`src/rtl/seq_divider.sv`:
```
// Iterative restoring divider for unsigned N-bit operands: one trial subtraction
// and one quotient bit per clock, with a start/busy/done handshake.

module seq_divider_step #(
  parameter int N = 4
) (
  input  logic [N-1:0] r,
  input  logic [N-1:0] q,
  input  logic [N-1:0] d,
  output logic [N-1:0] r_next,
  output logic [N-1:0] q_next
);
  logic [N:0] r_sh;
  logic [N:0] t;

  // Shift the next dividend bit into the remainder, then trial-subtract.
  assign r_sh   = {r, q[N-1]};
  assign t      = r_sh - {1'b0, d};
  assign r_next = t[N] ? r_sh[N-1:0] : t[N-1:0];
  assign q_next = {q[N-2:0], ~t[N]};
endmodule

module seq_divider #(
  parameter int N = 4
) (
  input  logic         clock,
  input  logic         reset,
  input  logic         start,
  input  logic [N-1:0] dividend,
  input  logic [N-1:0] divisor,
  output logic [N-1:0] quotient,
  output logic [N-1:0] remainder,
  output logic         busy,
  output logic         done,
  output logic         div_by_zero
);
  localparam int CW = $clog2(N + 1);

  typedef enum logic [1:0] {IDLE, RUN, DONE} state_t;

  state_t        state, state_nx;
  // The stored partial remainder never exceeds the divisor, so its top bit is
  // always zero; only the low N bits are kept, the trial stays N+1 bits wide.
  logic [N-1:0]  r;
  logic [N-1:0]  q;
  logic [N-1:0]  d;
  logic [CW-1:0] cnt;
  logic          z;
  logic [N-1:0]  r_step, q_step;
  logic          accept, last, zero_div;

  assign accept   = start && (state != RUN);
  assign last     = (cnt == CW'(N - 1));
  assign zero_div = (divisor == '0);

  seq_divider_step #(.N(N)) u_step (
    .r      (r),
    .q      (q),
    .d      (d),
    .r_next (r_step),
    .q_next (q_step)
  );

  always_ff @(posedge clock or posedge reset) begin
    if (reset) state <= IDLE;
    else       state <= state_nx;
  end

  always_comb begin
    state_nx = state;
    case (state)
      IDLE, DONE: begin
        if (accept) state_nx = zero_div ? DONE : RUN;
        else        state_nx = IDLE;
      end
      RUN:     if (last) state_nx = DONE;
      default: state_nx = IDLE;
    endcase
  end

  always_ff @(posedge clock or posedge reset) begin
    if (reset) begin
      r   <= '0;
      q   <= '0;
      d   <= '0;
      cnt <= '0;
      z   <= 1'b0;
    end else if (accept) begin
      if (zero_div) begin
        // Zero divisor resolves immediately: all-ones quotient, dividend as remainder.
        z <= 1'b1;
        q <= '1;
        r <= dividend;
      end else begin
        z   <= 1'b0;
        q   <= dividend;
        d   <= divisor;
        r   <= '0;
        cnt <= '0;
      end
    end else if (state == RUN) begin
      r   <= r_step;
      q   <= q_step;
      cnt <= cnt + CW'(1);
    end
  end

  assign quotient    = q;
  assign remainder   = r;
  assign busy        = (state == RUN);
  assign done        = (state == DONE);
  assign div_by_zero = z;
endmodule

```
`config.mk`:
```
export PLATFORM = sky130hd
export DESIGN_NAME = seq_divider
export DESIGN_NICKNAME = d
export VERILOG_FILES = /design/src/rtl/seq_divider.sv
export SDC_FILE = /design/constraint.sdc
export NUM_CORES = 1
export LEC_CHECK = 0
export BUFFER_PORTS_ARGS = -buffer_cell sky130_fd_sc_hd__buf_2
export CORE_AREA = 2 2 51 53
export DETAILED_ROUTE_END_ITERATION = 8
export DIE_AREA = 0 0 53 55
export PLACE_DENSITY = 0.8
export RECOVER_POWER = 25
export SLEW_MARGIN = 20
export SYNTH_ARGS = -nofsm -noshare
export SYNTH_HDL_FRONTEND = slang
export SYNTH_SLANG_ARGS = --single-unit
```
`constraint.sdc`:
```
create_clock -name clock -period 2 [get_ports clock]
set_input_delay 0.3 -clock clock [delete_from_list [all_inputs] [get_ports clock]]
set_output_delay 0.3 -clock clock [all_outputs]
set_load 0.05 [all_outputs]
```
# After elaboration in Yosys (flattened, before gate mapping)
# Cells that the tools add are included.
[word_totals]
reg_bits = 18
mem_bits_rw = 0
rom_bits = 0
word_cells = 38
n_memories = 0
latch_bits = 0
[op_classes]
n_eq_ne = 6
mul = 0
muxes = 15
addsub = 2
order_cmp = 0
n_reduce_logical = 7
bitwise_logic = 2
div_mod_pow = 0
shift = 0
[op_table]
columns = ["op", "count"]
rows = [
  ["$mux 4", 7],
  ["$mux 3", 3],
  ["$mux 2", 3],
  ["$sub 5x4->5", 1],
  ["$logic_not 4->1", 1],
  ["$ne 2x1->1 const B", 2],
  ["$pmux 2 s2", 1],
  ["$reduce_and 2->1", 2],
  ["$add 3x1->3 const B", 1],
  ["$eq 3x2->1 const B", 1],
  ["$eq 2x1->1 const B", 1],
  ["$eq 2x2->1 const B", 1],
  ["$logic_not 2->1", 1],
  ["$ne 2x2->1 const B", 1],
  ["$not 1->1", 2],
  ["$reduce_bool 2->1", 1],
  ["$reduce_or 2->1", 1],
  ["$logic_and 1x1->1", 1],
  ["$mux 1", 1],
]

# Depth between registers and ports, before layout
# Gate-level depths: netlist of run 1.
[depth]
word_depth = 4
mapped_depth = 8

# Modules after synthesis
# A second synthesis of run 1 with hierarchy kept.
[hier_totals]
cells_unflattened = 109
area_unflattened_um2 = 1099.8
[modules_own_cells]
columns = ["module", "area_per_inst_um2", "seq_area_each_um2", "n_inst", "cells_each"]
rows = [
  ["seq_divider", 873.3, 450.4, 1, 82],
  ["seq_divider_step", 226.5, 0.0, 1, 27],
]

# Least setup slack after synthesis of run 1
# No wires, ideal clock.
[synth_timing]
path_type = "reg-to-reg"
start = "reg q[3] (netlist: quotient[3])"
end = "reg r[0] (netlist: remainder[0])"
setup_slack_ps = -376
n_path_buf = 0
period_less_slack_ps = 2376
path_stages_with_launch = 9
t_arrival_ps = 2303
cell_sequence = "dfrtp_1 inv_1 ha_1 fa_1 nand2b_4 a21oi_4 xnor2_2 mux2_4 a21oi_2"
[synth_via]
elab_chain_len = 4
[synth_lines]
columns = ["element", "line", "text"]
rows = [
  ["from (decl)", "45", "logic [N-1:0] q;"],
  ["from (signal assigned)", "96", "q <= dividend;"],
  ["from (signal assigned)", "103", "q <= q_step;"],
  ["$sub 5x4->5", "18", "assign t = r_sh - {1'b0, d};"],
  ["$mux 4 (*)", "19", "assign r_next = t[N] ? r_sh[N-1:0] : t[N-1:0];"],
  ["$mux 4 (*)", "101", "end else if (state == RUN) begin"],
  ["$mux 4 (*)", "88", "end else if (accept) begin"],
  ["to (signal assigned)", "93", "r <= dividend;"],
  ["to (signal assigned)", "102", "r <= r_step;"],
  ["to (decl)", "44", "logic [N-1:0] r;"],
]
# Mark *: on every way between the ends. The rest lies on a longest branch, timed or not. The select of a mux whose other input is x is not followed.
# A chain may end at the register's enable or synchronous reset.

# Worst setup path after layout of run 1
[layout_timing]
start = "reg d[0]"
end = "reg r[0] (netlist: remainder[0])"
[layout_via]
elab_chain_len = 4
[layout_lines]
columns = ["element", "line", "text"]
rows = [
  ["from (decl)", "46", "logic [N-1:0] d;"],
  ["from (signal assigned)", "97", "d <= divisor;"],
  ["$sub 5x4->5", "18", ""],
  ["$mux 4", "19", ""],
  ["$mux 4", "101", ""],
  ["$mux 4", "88", ""],
]
# Every way passes these cells. The select of a mux whose other input is x is not followed.

==> flow_metrics.py, run 1 <==
metrics = {
    "status": {
        "status": "finished, final reports clean",
    },
    "synthesis": {
        "synth_nets": 135,
        "synthAdderAreaFrac": 0.0882,
        "synth_top_family_by_area": "compound AO/OA/AOI/OAI gates",
        "synth_xor_xnor_area_share": 0.0313,
        "synth_compound_area_frac": 0.184,
        "synthDistinctLibCells": 31,
        "yosys-top-cells-area": "dfrtp_1 42%, ha_1 7.0%, o21ai_0 6.0%",
        "ys_ff_latch": 18,
        "yosys.area_share.simple": 0.172,
        "avgSynthCellArea_um2": 9.22,
        "yosysWarningCount": 0,
        "synth_cells": 117,
        "synth_top_area_frac": 0.418,
        "synthMuxAreaShare": 0.0429,
        "syn_area_um2": 1080,
        "ys_seq_area_frac": 0.418,
        "synth_top_cell_by_area": "dfrtp_1",
    },
    "floorplan": {
        "die_w_um": 53,
        "start_util": 0.456,
        "core-area_um2": 2360,
        "io_pins": 22,
        "rows": 18,
        "die-area_um2": 2920,
        "die_height_um": 55,
    },
    "finish": {
        "final_nets": 160,
        "syn_to_final_growth_pct": 20.1,
        "drive_gt1_frac": 0.312,
        "num_antenna_cells": 0,
    },
    "route": {
        "drt_iter0_drc": 19,
        "viasPerCell": 4.95,
        "drt_pre_antenna_iters": 4,
        "wire_per_inst_um": 12.4,
        "vias": 847,
        "totalWireLength_um": 2120,
        "drc": 0,
        "ant_nets": 0,
    },
    "clock_network": {
        "cts_buffer_depth": 2,
        "cts_made_buffers": 3,
        "h-tree-depth": 1,
        "clk_latency_ns": 0.30,
        "cts-root-buf": "clkbuf_4",
        "clkSlewWorstSetupHoldPaths_ns": 0.11,
        "cts_sinks": 18,
        "tritoncts": "built",
    },
    "timing": {
        "hold_viol": 0,
        "fin_crit_sh": 0.988,
        "fin_skew_ns": 0.00806,
        "setup_violations": 0,
        "worst_pin_slew_ns": 0.682,
        "fmax_mhz": 506,
        "relSlewSlack": 0.545,
        "rsz0062_at_grt": "true",
        "finalMaxSlewViolations": 0,
        "post-route-min-period_ns": 1.98,
        "whs_ns": 0.0791,
    },
    "critical_path": {
        "crit_chain": "ha_4 -> fa_2 -> nand2b_4 -> a21oi_4 -> xnor2_2 -> mux2_4 -> a21oi_2",
        "critPathBufInv": 0,
        "r2r-start": "d[0]",
        "worst_path_max_delay_cell": "dfrtp_1",
        "critPathKind": "reg2reg",
        "cp_max_fo": 3,
        "cp_top_family": "adder cells",
        "required_ns": 2.24,
        "startpoint": "d[0]",
        "critPathMaxStageDelay_ns": 0.43,
        "critPathLaunchType": "register",
        "worstPathArrival_ns": 2.21,
        "cp-end-kind": "register",
    },
    "placed_design": {
        "hpwl_um": 1550,
        "gp_congestion": 0.740,
        "numPortBuffers": 21,
    },
    "global_routing": {
        "grtUsageTotal": 0.167,
        "antenna_found_initial": 0,
        "grt_pass1_wl_um": 3500,
        "grt-ovfl-total": 0,
        "grt_pass1_vias": 730,
        "grt_max_degree": 21,
    },
    "run": {
        "cap_violations": 0,
    },
    "min_path": {
        "min-delay-path-class": "in2async",
    },
}
-- logic make-up (layout without fill, tap and decap cells) --
| family | count (synthesis) | in the layout |
|---|---|---|
| AOI/OAI and AO/OA | 31 | 31 |
| muxes | 4 | 4 |
| adders and majority gates | 7 | 7 |
| buffers and inverters | 17 | 41 |
| xor gates and xnor gates | 3 | 3 |
| and+or+nand+nor | 37 | 37 |
| DFF | 18 | 18 |
-- per-layer routing --
layer,global-route usage,wire (µm),vias up
li1,-,-,442
met1,0.236,1090,385
met2,0.258,930,16
met3,0.0188,63,4
met4,0.0769,36,0
met5,0,0,-
-- flip-flops by register name, indices dropped and copies added (netlist names) --
register / cells
remainder: 4
div_by_zero: 1
cnt: 3
state: 2
quotient: 4
d: 4
-- synth_stat cells, drive strengths merged --
library cell and number:
o21ai 13, and2 2, nand2 13, mux2 2, a31oi 1, nor3 1, buf 4, xor2 1
nand3 4, o22ai 2, nor2 9, nor4 1, mux2i 2, fa 1, dfrtp 18, a21o 1
a22o 4, nand2b 5, xnor2 2, clkbuf 3, ha 6, inv 10, nor2b 2, a21oi 8
a311oi 2
-- cell usage in the layout (no fill, tap or decap), types with 2 or more instances in the layout --
master / count
a21oi_1: 6
a22o_1: 4
a311oi_1: 2
buf_2: 21
buf_4: 6
clkbuf_4: 3
dfrtp_1: 16
dfrtp_2: 2
ha_1: 5
inv_1: 9
mux2i_1: 2
nand2_1: 13
nand2b_1: 4
nand3_1: 4
nor2_1: 9
nor2b_1: 2
o21ai_0: 13
-- area by class of cell --
| class | count | area, µm² |
|---|---|---|
| inverter | 10 | 37.5 |
| sequential | 18 | 453 |
| multi-input combinational | 82 | 581 |
| tap | 30 | 37.5 |
| clock buffer | 4 | 36.3 |
| fill | 218 | 1070 |
| timing repair buffer | 27 | 150 |
-- per-stage QoR --
step | instance area [µm²] | setup slack [ns] | utilization | TNS [ns] | std cells
final | 1290 | 0.0246 | 0.548 | 0 | 171
after detailed placement | 1240 | 0.0216 | 0.523 | 0 | 165
after CTS | 1270 | 0.00195 | 0.539 | 0 | 169
after global routing | 1290 | -0.0189 | 0.548 | -0.0367 | 171
after floorplan | 1100 | -0.152 | - | -0.215 | 117
after global placement | 1240 | 0.0907 | 0.523 | 0 | 165
-- path summary, 6_finish.rpt --
path	cells past startpoint	endpoint	slack, ns
setup / recovery	7	remainder[0]	0.02
hold / removal	2	remainder[2]	0.08
setup reg to reg	7	remainder[0]	0.02
hold reg to reg	1	div_by_zero	0.50
max in group asynchronous	2	remainder[0]	1.45
min in group clock	2	d[2]	0.24
-- timing repair --
item,in CTS,in global routing
setup endpoints to repair,1,3
pin swaps,1,3
gates resized for setup,0,1
hold buffers,0,0
endpoints found under the hold margin,0,0
setup buffers,0,2
Power of run 1 is left out: the tool's default activity adds up to more than one toggle a clock period on the data nets, which glitch-free logic cannot reach.
==> run 2, diff against run 1 <==
- ABC_AREA: default -> 1
==> run 2 against run 1 <==
Cell area is 4.2% lower. Setup slack better by 0.12 ns. Clock skew is 0.0065 ns lower. Non-clock buffer count is 6 lower. Utilization is 2.3 points lower. Sequential cell count stayed put. Hold slack better by 0.021 ns. Fmax is 6.6% higher. Routed wire length is 11% higher. Cell count is 9.9% higher. Synthesized cell count is 15% higher. Critical path type unchanged. Critical endpoint is now remainder[3]. Largest cell class unchanged. Highest routed layer unchanged.
==> flow_metrics.py, run 2 <==
metrics = {
    "global_routing": {
        "grtUsageTotal": 0.181,
        "antenna_found_initial": 0,
        "grt_pass1_wl_um": 3850,
        "grt_pass1_vias": 894,
        "grt-ovfl-total": 0,
        "grt_max_degree": 19,
    },
    "synthesis": {
        "yosysWarningCount": 0,
        "ys_seq_area_frac": 0.421,
        "synth_cells": 134,
        "avgSynthCellArea_um2": 7.98,
        "synth_top_cell_by_area": "dfrtp_1",
        "async_flop_share": 1.00,
        "synth_ff_type": "dfrtp_1",
        "yosysMostFrequentCell": "nand2_1",
        "synthDistinctLibCells": 23,
        "yosys-top-cells-count": "28 x nand2_1, 24 x inv_1, 18 x dfrtp_1",
        "synth_top_area_frac": 0.421,
        "yosys-top-cells-area": "dfrtp_1 42%, nand2_1 9.8%, inv_1 8.4%",
        "ys_ff_latch": 18,
        "synth_nets": 152,
        "syn_area_um2": 1070,
        "synth-edff-count": 0,
    },
    "placed_design": {
        "hpwl_um": 1810,
        "gp_congestion": 0.940,
        "place_ws_ns": 0.108,
        "dpl-instance-area_um2": 1200,
        "numPortBuffers": 21,
    },
    "timing": {
        "relSlewSlack": 0.542,
        "worst_pin_slew_ns": 0.686,
        "whs_ns": 0.100,
        "hold_viol": 0,
        "fmax_mhz": 540,
        "fin_skew_ns": 0.00156,
        "post-route-min-period_ns": 1.85,
        "fin_crit_sh": 0.926,
        "finalMaxSlewViolations": 0,
        "setup_violations": 0,
        "worst_slack_ns": 0.148,
    },
    "finish": {
        "final_common_cell": "nand2_1",
        "syn_to_final_growth_pct": 16.0,
        "fin_area_um2": 1240,
        "final_nets": 177,
        "final_cell_mix": "27 x nand2_1, 24 x inv_1, 21 x buf_2",
        "drive_gt1_frac": 0.228,
        "fillCellCount": 248,
        "num_antenna_cells": 0,
    },
    "route": {
        "viasPerCell": 5.03,
        "wire_per_inst_um": 12.5,
        "drt_iter0_drc": 22,
        "drt_pre_antenna_iters": 4,
        "totalWireLength_um": 2350,
        "drc": 0,
        "ant_nets": 0,
        "vias": 946,
    },
    "clock_network": {
        "cts_made_buffers": 3,
        "clkSlewWorstSetupHoldPaths_ns": 0.10,
        "clk_latency_ns": 0.28,
        "tritoncts": "built",
        "h-tree-depth": 1,
        "cts-root-buf": "clkbuf_4",
        "ctsHoldBuffers": 0,
        "cts_sinks": 18,
        "cts_buffer_depth": 2,
    },
    "critical_path": {
        "cp-end-kind": "register",
        "crit_top_cell": "nand2_1",
        "cp_max_fo": 6,
        "critPathLaunchType": "register",
        "worstPathArrival_ns": 2.07,
        "critPathMaxStageDelay_ns": 0.37,
        "required_ns": 2.21,
        "critPathKind": "reg2reg",
        "cp_top_family": "adder cells",
        "worst_path_max_delay_cell": "dfrtp_2",
        "critPathBufInv": 2,
        "crit_chain": "inv_1 -> ha_1 -> fa_2 -> inv_1 -> nand2_1 -> nand2_2 -> nand3_4 -> nand2_2 -> nand2_1 -> nand2_1 -> nand2_1 -> a21oi_1",
    },
    "min_path": {
        "min-delay-path-class": "in2async",
    },
    "floorplan": {
        "die_w_um": 53,
        "die-area_um2": 2920,
        "core-area_um2": 2360,
        "io_pins": 22,
        "rows": 18,
        "start_util": 0.452,
        "die_height_um": 55,
    },
    "status": {
        "status": "finished, final reports clean",
    },
    "run": {
        "cap_violations": 0,
    },
}
-- run 2: cell count changes after synthesis, moves of 3 or more --
cell	before	now
nand2_1	13	28
inv_1	10	24
nand3_1	4	10
o21ai_0	13	7
a21oi_1	6	11
a22o_1	4	0
buf_2	4	0
nand2b_1	4	0
clkbuf_1	3	0
-- run 2: final timing paths --
check / start / to / slack [ns] / cells past startpoint
worst max-delay path: quotient[3] / remainder[3] / 0.15 / 12
worst min-delay path: reset / state[0] / 0.10 / 2
worst max register to register: quotient[3] / remainder[3] / 0.15 / 12
worst min register to register: div_by_zero / div_by_zero / 0.49 / 2
max in group asynchronous: reset / quotient[3] / 1.42 / 2
min in group clock: divisor[1] / d[1] / 0.29 / 3
-- run 2: worst reg2reg max path, delay by kind of cell, from the launching register on --
kind | cells | cell delay (ns)
fa+ha+maj | 2 | 0.57
simple gates | 7 | 0.56
flops | 1 | 0.37
buf+inv | 2 | 0.14
compound gates | 1 | 0.14
-- run 2: layout make-up --
type	instances	area (µm²)	area share
sequential	18	452	0.364
multi-input combinational	89	520	0.419
tap	30	37.5	0.0302
timing repair buffer	21	105	0.0847
inverter	26	100	0.0806
clock buffer	4	26.3	0.0212
-- run 2: routing by layer --
metal  global-route usage  share of wire
met3               0.0215          0.045
met1                0.225           0.45
met4               0.0684         0.0081
met2                0.325           0.50
met5                    0              0
-- run 2: cell families after synthesis --
| group | after synthesis | share of synthesized area |
|---|---|---|
| AO/OA/AOI/OAI | 25 | 0.129 |
| adder cells (fa/ha/maj) | 7 | 0.0889 |
| buffers and inverters | 27 | 0.104 |
| flip-flops | 18 | 0.421 |
| AND/OR/NAND/NOR | 57 | 0.257 |
-- run 2: stage by stage --
stage	util	setup TNS [ns]	std cells
3_5_place_dp	0.508	0	184
3_3_place_gp	0.508	0	184
5_1_grt	0.525	-0.00581	188
2_1_floorplan	-	0	134
6_report	0.525	0	188
4_1_cts	0.520	0	188
-- run 2: what timing repair did --
action,in CTS,in global routing
endpoints found under the setup margin,0,1
setup buffers,0,0
gates resized for setup,0,3
Power of run 2 is left out for the same reason.
==> run 3, diff against run 2 <==
--- a/constraint.sdc
+++ b/constraint.sdc
@@ -3,2 +3,2 @@
 set_output_delay 0.3 -clock clock [all_outputs]
-set_load 0.05 [all_outputs]
+set_load 0.01 [all_outputs]
==> run 3 against run 2 <==
Cell count decreased by 0.53%. Via count is 2.0% higher. Sequential share of layout area grew 0.19 points. Utilization decreased by 0.42 points. Clock skew grew 0.0023 ns. Sequential cell count did not move. Setup slack improved by 0.025 ns. Die area stayed put. Critical path type unchanged. Largest cell class unchanged.
==> flow_metrics.py, run 3 (same netlist as run 2, synthesis figures left out) <==
metrics = {
    "route": {
        "viasPerCell": 5.16,
        "drc": 0,
        "ant_nets": 0,
        "drt_iter0_drc": 26,
        "totalWireLength_um": 2360,
        "vias": 965,
        "wire_per_inst_um": 12.6,
        "drt_pre_antenna_iters": 4,
    },
    "floorplan": {
        "die_w_um": 53,
        "core-area_um2": 2360,
        "rows": 18,
        "start_util": 0.452,
        "die_height_um": 55,
        "die-area_um2": 2920,
        "io_pins": 22,
    },
    "clock_network": {
        "cts_made_buffers": 3,
        "tritoncts": "built",
        "cts-resized-gates": 0,
        "clkSlewWorstSetupHoldPaths_ns": 0.10,
        "clk_latency_ns": 0.30,
        "cts_setup_buffers": 0,
        "cts_sinks": 18,
        "ctsHoldBuffers": 0,
        "h-tree-depth": 1,
        "cts_buffer_depth": 2,
        "cts-root-buf": "clkbuf_4",
    },
    "global_routing": {
        "grt_pass1_vias": 926,
        "grt_max_degree": 19,
        "grt-ovfl-total": 0,
        "grt_pass1_wl_um": 3940,
        "grtUsageTotal": 0.191,
        "antenna_found_initial": 0,
    },
    "min_path": {
        "min-delay-path-class": "in2async",
    },
    "timing": {
        "relSlewSlack": 0.543,
        "post-route-min-period_ns": 1.83,
        "hold_viol": 0,
        "worst_pin_slew_ns": 0.685,
        "timing.setup.tns_ns": 0,
        "finalMaxSlewViolations": 0,
        "fmax_mhz": 547,
        "fin_crit_sh": 0.914,
        "whs_ns": 0.0850,
        "rsz0062_at_grt": "false",
        "setup_violations": 0,
        "fin_skew_ns": 0.00389,
    },
    "finish": {
        "final_common_cell": "nand2_1",
        "final_nets": 177,
        "drive_gt1_frac": 0.210,
        "num_antenna_cells": 0,
        "final_cell_mix": "28 x nand2_1, 24 x inv_1, 21 x buf_2",
        "syn_to_final_growth_pct": 15.1,
        "fillCellCount": 227,
    },
    "placed_design": {
        "gp_congestion": 0.947,
        "numPortBuffers": 21,
        "hpwl_um": 1850,
    },
    "critical_path": {
        "critPathLaunchType": "register",
        "worstPathArrival_ns": 2.05,
        "critPathKind": "reg2reg",
        "required_ns": 2.23,
        "cp-end-kind": "register",
        "cp_max_fo": 6,
        "rrSetupSlack_ns": 0.17,
    },
    "status": {
        "status": "finished, final reports clean",
    },
    "pwr": {
        "cellLeakagePower_nw": 0.663,
        "irDropWorstVdd_mv": 0.886,
        "power_density_nw_per_um2": 1850,
        "p_total_w": 0.00228,
    },
    "run": {
        "cap_violations": 0,
    },
}
==> run 3: critical path, cell delays in order, from the launching register on <==
cell	delay, ns
dfrtp_1	0.35
inv_1	0.07
ha_1	0.23
fa_1	0.39
inv_1	0.09
nand2_1	0.07
nand2_1	0.10
nand3_4	0.10
nand2_2	0.11
nand2_1	0.05
nand2_1	0.05
nand2_1	0.04
a21oi_1	0.12
==> run 3: per-layer routing <==
metal  part of all wire  wire length, µm  GRT usage
met4              0.031               72      0.120
met5                  0                0          0
met1               0.46             1080      0.229
met2               0.47             1110      0.327
met3              0.042               99     0.0242
==> run 3: final timing paths <==
check,startpoint,to,depth (start not counted)
setup / recovery,quotient[3],remainder[3],12
hold / removal,reset,state[1],2
setup reg to reg,quotient[3],remainder[3],12
hold reg to reg,d[3],d[3],2
max in group asynchronous,reset,cnt[1],2
min in group clock,divisor[3],d[3],3
==> run 3: where the power goes <==
group	switching (W)	internal [W]
registers	0.000140	0.000537
clock network	0.000111	0.0000702
logic	0.000869	0.000548
total	0.00112	0.00116
==> run 3: final cells by class <==
cell class | instances | area [µm²] | share of cell area
multi-input cells | 89 | 515 | 0.419
inverters | 26 | 100 | 0.0813
flip-flops and latches | 18 | 450 | 0.366
repair buffers | 21 | 105 | 0.0854
well taps | 30 | 37.5 | 0.0305
clock buffers | 3 | 22.5 | 0.0183
==> run 3: per-stage QoR <==
stage / instances / area, µm² / util / setup WS (ns)
finish: 187 / 1230 / 0.521 / 0.172
CTS: 187 / 1220 / 0.517 / 0.170
detailed placement: 184 / 1200 / 0.508 / 0.195
global placement: 184 / 1200 / 0.508 / 0.267
global route: 187 / 1230 / 0.521 / 0.00457
floorplan: 134 / 1070 / - / 0.256
No activity file was read; power rests on OpenSTA's default activity.
